<file path="src/rtl/regfile_fwd_sb.sv">
// Register file with HI/LO, N-port forwarding network and a
// long-latency pending-write scoreboard driving per-port stalls.
module regfile_fwd_sb #(
  parameter int DATA_W = 32,
  parameter int ADDR_W = 5,
  parameter int NREAD  = 2,
  parameter int NSTAGE = 3
) (
  input  logic                     clk,
  input  logic                     rst,
  input  logic [NREAD*ADDR_W-1:0]  raddr,
  output logic [NREAD*DATA_W-1:0]  rdata,
  output logic [NREAD-1:0]         rstall,
  input  logic [NSTAGE-1:0]        stg_we,
  input  logic [NSTAGE-1:0]        stg_rdy,
  input  logic [NSTAGE*ADDR_W-1:0] stg_waddr,
  input  logic [NSTAGE*DATA_W-1:0] stg_wdata,
  input  logic [NSTAGE-1:0]        stg_hi_we,
  input  logic [NSTAGE-1:0]        stg_lo_we,
  input  logic [NSTAGE*DATA_W-1:0] stg_hi_wdata,
  input  logic [NSTAGE*DATA_W-1:0] stg_lo_wdata,
  input  logic                     we,
  input  logic [ADDR_W-1:0]        waddr,
  input  logic [DATA_W-1:0]        wdata,
  input  logic                     hi_we,
  input  logic                     lo_we,
  input  logic [DATA_W-1:0]        hi_wdata,
  input  logic [DATA_W-1:0]        lo_wdata,
  input  logic                     lt_issue,
  input  logic [ADDR_W-1:0]        lt_waddr,
  input  logic                     lt_hilo_issue,
  input  logic                     lt_wb,
  input  logic                     flush,
  output logic [DATA_W-1:0]        hi_rdata,
  output logic [DATA_W-1:0]        lo_rdata,
  output logic                     hilo_stall
);

  localparam int NREG = 1 << ADDR_W;

  logic [DATA_W-1:0] r_gpr [NREG];
  logic [DATA_W-1:0] r_hi;
  logic [DATA_W-1:0] r_lo;
  logic [NREG-1:0]   r_busy;
  logic              r_hilo_busy;
  logic              w_hilo_wr;

  // GPR array; entry 0 is never written so it reads as zero
  always_ff @(posedge clk or posedge rst) begin
    if (rst) begin
      for (int k = 0; k < NREG; k++) r_gpr[k] <= '0;
    end else if (we && waddr != '0) begin
      r_gpr[waddr] <= wdata;
    end
  end

  // HI/LO pair, written independently
  always_ff @(posedge clk or posedge rst) begin
    if (rst) begin
      r_hi <= '0;
      r_lo <= '0;
    end else begin
      if (hi_we) r_hi <= hi_wdata;
      if (lo_we) r_lo <= lo_wdata;
    end
  end

  // GPR scoreboard: flush wins over everything, a new issue wins over a clear
  always_ff @(posedge clk or posedge rst) begin
    if (rst) begin
      r_busy <= '0;
    end else if (flush) begin
      r_busy <= '0;
    end else begin
      if (we && lt_wb) r_busy[waddr] <= 1'b0;
      if (lt_issue && lt_waddr != '0) r_busy[lt_waddr] <= 1'b1;
    end
  end

  // HI/LO scoreboard bit with the same priorities
  always_ff @(posedge clk or posedge rst) begin
    if (rst) begin
      r_hilo_busy <= 1'b0;
    end else if (flush) begin
      r_hilo_busy <= 1'b0;
    end else if (lt_hilo_issue) begin
      r_hilo_busy <= 1'b1;
    end else if ((hi_we || lo_we) && lt_wb) begin
      r_hilo_busy <= 1'b0;
    end
  end

  // Read ports: array/commit first, then stages oldest to youngest override
  always_comb begin
    logic [ADDR_W-1:0] a;
    logic [DATA_W-1:0] d;
    logic              s;
    rdata  = '0;
    rstall = '0;
    a = '0;
    d = '0;
    s = 1'b0;
    for (int i = 0; i < NREAD; i++) begin
      a = raddr[i*ADDR_W +: ADDR_W];
      if (we && waddr == a) begin
        d = wdata;
        s = 1'b0;
      end else begin
        d = r_gpr[a];
        s = r_busy[a];
      end
      for (int j = NSTAGE - 1; j >= 0; j--) begin
        if (stg_we[j] && stg_waddr[j*ADDR_W +: ADDR_W] == a) begin
          d = stg_wdata[j*DATA_W +: DATA_W];
          s = ~stg_rdy[j];
        end
      end
      if (a == '0) begin
        d = '0;
        s = 1'b0;
      end
      rdata[i*DATA_W +: DATA_W] = d;
      rstall[i] = s;
    end
  end

  // HI/LO read: youngest stage, then commit, then register
  always_comb begin
    hi_rdata = hi_we ? hi_wdata : r_hi;
    lo_rdata = lo_we ? lo_wdata : r_lo;
    for (int j = NSTAGE - 1; j >= 0; j--) begin
      if (stg_hi_we[j]) hi_rdata = stg_hi_wdata[j*DATA_W +: DATA_W];
      if (stg_lo_we[j]) lo_rdata = stg_lo_wdata[j*DATA_W +: DATA_W];
    end
  end

  // Any in-flight HI/LO write this cycle lets the consumer proceed
  always_comb begin
    w_hilo_wr  = (|stg_hi_we) | (|stg_lo_we) | hi_we | lo_we;
    hilo_stall = r_hilo_busy & ~w_hilo_wr;
  end

endmodule
</file>
<file path="config.mk">
export PLATFORM = sky130hd
export DESIGN_NAME = regfile_fwd_sb
export DESIGN_NICKNAME = d
export VERILOG_FILES = /design/src/rtl/regfile_fwd_sb.sv
export SDC_FILE = /design/constraint.sdc
export NUM_CORES = 2
export LEC_CHECK = 0
export BUFFER_PORTS_ARGS = -buffer_cell sky130_fd_sc_hd__buf_2
export CORE_MARGIN = 2
export CORE_UTILIZATION = 45
export CTS_CLUSTER_SIZE = 10
export DETAILED_ROUTE_END_ITERATION = 10
export PLACE_DENSITY_LB_ADDON = 0.25
export SYNTH_ARGS = -nofsm -noshare
export SYNTH_HDL_FRONTEND = slang
export SYNTH_SLANG_ARGS = --single-unit
</file>
<file path="constraint.sdc">
create_clock -name clk -period 46 [get_ports clk]
set_clock_uncertainty 0.2 [all_clocks]
set_input_delay 4.6 -clock clk [delete_from_list [all_inputs] [get_ports clk]]
set_output_delay 4.6 -clock clk [all_outputs]
set_load 0.01 [all_outputs]
</file>
After elaboration in Yosys (flattened, before gate mapping)
Cells that the tools add are included.
{"block": "op_classes", "order_cmp": 10, "eq_ne": 8, "mux": 52, "bitwise": 14, "n_reduce_logical": 23}
{"operator": "$bwmux W1024", "count": 1}
{"operator": "$mux W32", "count": 27}
{"operator": "$bmux W32 S5", "count": 2}
{"operator": "$demux W32 S5", "count": 1}
{"operator": "$eq A5 B5 Y1", "count": 8}
{"operator": "$and A32 B32 Y32", "count": 1}
{"operator": "$not A32 Y32", "count": 1}
{"operator": "$or A32 B32 Y32", "count": 1}
{"operator": "$lt A5 B6 Y1 const B", "count": 4}
{"operator": "$ge A6 B6 Y1 const B", "count": 3}
{"operator": "$not A5 Y6", "count": 3}
{"operator": "$mux W1", "count": 17}
{"operator": "$logic_and A1 B1 Y1", "count": 15}
{"operator": "$bmux W1 S5", "count": 2}
{"operator": "$demux W1 S5", "count": 2}
{"operator": "$ge A5 B1 Y1 const B", "count": 2}
{"operator": "$logic_not A5 Y1", "count": 2}
{"operator": "$reduce_bool A5 Y1", "count": 2}
{"operator": "$lt A6 B1 Y1 const B", "count": 1}
{"operator": "$reduce_or A3 Y1", "count": 2}
{"operator": "$not A1 Y1", "count": 4}
{"operator": "$or A1 B1 Y1", "count": 3}
{"operator": "$reduce_bool A3 Y1", "count": 1}
{"operator": "$and A1 B1 Y1", "count": 1}
{"operator": "$logic_or A1 B1 Y1", "count": 1}
{"block": "totals", "reg_bits": 1121, "in_bits": 440, "out_inout_bits": 131, "word_cells": 143}

Longest topological paths before layout
{"block": "logic_depth", "depth_word": 11, "ltp_mapped": 11, "depth_no_buf": 6}

Least setup slack after synthesis
OpenSTA, ideal clock, no wires.
{"block": "synth_path", "path_kind": "in2out", "startpoint": "in raddr[1]", "endpoint": "out rdata[10]", "t_arrival_ps": 6363, "t_required_ps": 41200, "path_slack_ps": 34837, "cell_stages": 8, "n_path_buf": 3, "path_cell_list": "buf_2 buf_6 clkbuf_1 mux4_2 mux2_2 a221o_1 o2111ai_1 a21oi_1"}
{"block": "synth_via", "elab_chain_cells": 9, "word_cells_on_any_way": 18, "cone_classes": "eq/ne: 4; mux: 8; bitwise: 1; reduce/logical: 5"}
{"element": "from (decl)", "line": "11", "rtl": "input logic [NREAD*ADDR_W-1:0] raddr,"}
{"element": "$not A5 Y6 (implied by the code)", "line": "109", "rtl": "d = r_gpr[a];"}
{"element": "$bmux W32 S5", "line": "109"}
{"element": "$mux W32 (implied by the code) (2 in a row)", "line": "109"}
{"element": "$mux W32", "line": "105", "rtl": "if (we && waddr == a) begin"}
{"element": "$mux W32 (3 in a row)", "line": "113", "rtl": "if (stg_we[j] && stg_waddr[j*ADDR_W +: ADDR_W] == a) begin"}
{"element": "$mux W32 *", "line": "118", "rtl": "if (a == '0) begin"}
{"element": "to (decl)", "line": "12", "rtl": "output logic [NREAD*DATA_W-1:0] rdata,"}
Every way passes the cells marked *; elsewhere a longest branch is shown, timed or not. The select of a mux whose other input is x is not followed.

Worst setup path in the final report
{"block": "layout_path", "startpoint": "in raddr[5]", "endpoint": "out rdata[47]"}
Same word-level chain as after synthesis.

==> summary.md <==
| Metric | Value |
|---|---|
| Status | finished, final reports clean |
| First-pass GRT wire length | 317 mm |
| Warnings from Yosys | 0 |
| Die W | 379 µm |
| Worst Setup Path Type | in2out |
| Vias in the first global route | 45286 |
| Fraction of registers with async set/reset | 100% |
| Clock Latency Late Sink | 760 ps |
| CP Data Arrival Time | ~9000 ps |
| EDFF count, synth | 0 |
| Combinational power share | 22.0% |
| Ys flop type | dfrtp_1 |
| Clock transition at the registers of the reported paths | approximately 50 ps |
| Fmax achieved | 71.8 MHz |
| Cell mode on critical path | buf_4 |
| Max Cap Viol | 0 |
| Largest net degree at the start of global routing | 167 |
| Gpl congestion | 0.933 |
| CP Cell Sequence | buf_8 -> buf_4 -> buf_4 -> buf_4 -> mux4_2 -> mux2i_1 -> a22oi_1 -> nand4_1 -> a21oi_1 -> buf_2 |
| Sequential share of the synthesized area | 44.2% |
| Actual slew at the worst max-slew pin | 1400 ps |
| IO Pins | 571 |
| Nets | between 5000 and 6000 |
| Antenna violations before repair | 32 |
| Top-area cell type share of the netlist area | 44.2% |
| DRC errors left | 0 |
| Root Buffer | clkbuf_16 |
| Register area | 28100 µm² |
| Worst Hold End | r_gpr[1017] |
| Worst Hold Class | reg2reg |
| Worst Path Required | 41200 ps |
| Endpoints failing setup | 0 |
| Place WS | 32070 ps |
| Clock sink total | 1121 |
| P_leak | 31.4 nW |
| HP Start | r_gpr[1017] |
| Instance count on the critical path | 10 |
| FF+latch count, synth | 1121 |
| Sum of buffers and inverters on the critical path | 5 |
| Switching Share | between 20% and 30% |
| DR iter-0 viols | ~4400 |
| Share of layout cells above drive strength 1 | 52.7% |
| Initial core utilization | a little under half |
| Most common cell after layout, fill and taps aside | mux2_2 |
| Fin cells | 6739 |
| GRT overflow | 0 |
| Antenna Violating Nets Remaining | 0 |
| Area of the core | between 100000 and 150000 µm² |
| Worst IR drop on VDD | 28.0 µV |
| Slowest CP cell | buf_4 |
| Count of unique library cells instantiated by Yosys | 50 |
| Capturing point of the worst reg2reg path | r_gpr[505] |
| Layout area overhead | 12.1% |
| DP Wirelength | 130 mm |
| Internal Power | 2.09 mW |
| Synthesized area per cell | 14.0 µm² |
| Unrepaired setup endpoints after global routing | false |
| Vias/cell | 6.64 |
| Worst hold path depth | 0 |
| All-Layer GR Usage | between 30% and 40% |
| Placed instance area | between 60000 and 70000 µm² |
| CTS max path bufs | 3 |
| Slew HR | between 6 and 7% |
| CTS buffer count | around 130 |
| Vias | around 45000 |
| Area occupied by multi-input gates | ~33000 µm² |
| CTS resizes | 0 |
| Hold buffer count at CTS | 0 |
| Hold Fails Final Rpt | 0 |
| IO Port Bufs | 570 |
| Worst-path fanout max | 50 |
| Post-Synthesis Cells | 4516 |
| Critical R2R Launch | r_gpr[505] |
| FILL cells | 12001 |
| Initial DRT Pass Iterations | 6 |
| Final TNS setup | 0 ps |
| Hold Slack | around 190 ps |
| Setup crit end kind | output pin |
| Largest area contributor in the netlist | dfrtp_1 |
| Worst reg2reg setup slack | 44980 ps |
| Wire length per cell | roughly 33 µm |
| Startpoint Class | input port |
| PD cells | 40.8 nW/µm² |
| Max stage delay on crit path | around 800 ps |
| DP Cell Count | approximately 6500 |
| Clock tree from TritonCTS | built |
| Final Max Slew Viols | 0 |
| Largest cells by area after synthesis | dfrtp_1, mux2_2, mux4_2 |
| H-tree depth | 4 |
| Final Util | 50.9% |
| Mapped cell area | roughly 63000 µm² |
| Die Footprint | 144000 µm² |
| NetSw | between 800 and 900 µW |
| Reg2reg path depth | 1 |
| Die Ht | between 300 and 400 µm |
| Worst setup margin | 32080 ps |
| Drt total wl | 219 mm |
| Clock Power Share | 33.5% |
| Synth Net Count | slightly below 5000 |
| # Post-CTS Setup Buffers | 0 |
| Final Instance Area | between 70000 and 80000 µm² |
| Most frequent cells in the layout | mux2_2, dfrtp_1, buf_2, mux4_2, mux2i_1 |
| Final min period | 13920 ps |
| # rows | about 140 |
| Total power | 2.90 mW |
| Crit path max-delay family | buffers and inverters |
| Sequential Power Share | 44.5% |
| Tcrit/Tclk final | between 30% and 40% |
## metal layers
layer	track usage [%]	wire, µm
met4	11.8	8650
met5	0	102
met1	42.3	91600
met3	9.10	22200
met2	45.0	96700
## cell usage after synthesis (7+ instances only)
cell type,instances
o221ai_1,66
a221o_1,17
a221oi_1,64
nand3_1,7
nand2_1,224
inv_1,9
o21ai_0,98
mux2i_1,302
dfrtp_1,1121
buf_4,40
xor2_1,32
a22oi_1,47
o22ai_1,18
nor2b_1,9
buf_6,7
xnor2_1,8
nor3b_1,8
a21oi_1,109
o2111ai_1,25
nand4_1,36
nor2_1,25
buf_1,30
nand3b_1,10
mux2_1,13
clkbuf_1,248
nor4_1,9
mux2_2,1190
buf_2,184
mux4_2,478
mux4_1,11
and3_1,8
a31oi_1,21
## sequential cells by signal (all words and copies together), names as in the netlist
signal	flops
r_gpr	1024
r_busy	32
r_hi	32
r_lo	32
r_hilo_busy	1
## logic make-up (layout without fill, tap and decap cells)
logic type,Yosys count,after routing,share of synthesized area (%)
AOI/OAI and AO/OA,481,481,5.25
xor gates and xnor gates,40,40,0.552
buffers and inverters,521,852,3.82
DFF,1121,1121,44.2
muxes,1994,1994,43.5
other,0,16,0
and+or+nand+nor,359,359,2.61
## cell type report
type | count | area share, %
Antenna cell | 16 | 0.0563
Clock buffer | 172 | 5.21
Clock inverter | 11 | 0.167
Inverter | 9 | 0.0581
Multi-Input combinational cell | 2874 | 46.7
Sequential cell | 1121 | 39.4
Tap cell | 1876 | 3.30
Timing Repair Buffer | 660 | 5.11
## power groups by stage
stage               clock (mW)  sequential (mW)  combinational, mW
floorplan                    0             1.26              0.482
global placement             0             1.29              0.620
detailed placement           0             1.30              0.632
CTS                      0.990             1.29              0.635
global route              1.03             1.31              0.680
finish                   0.974             1.29              0.638
## how the worst max path moves through the flow
stage / from / endpoint / slack [ps]
6_report: raddr[5] / rdata[47] / 32080
5_1_grt: raddr[5] / rdata[61] / 31830
4_1_cts: raddr[5] / rdata[61] / 32060
3_5_place_dp: raddr[5] / rdata[61] / 32070
3_3_place_gp: raddr[5] / rdata[61] / 32100
2_1_floorplan: rst / r_busy[0] / 9630
Note: power is estimated with default switching activity, not from simulation.
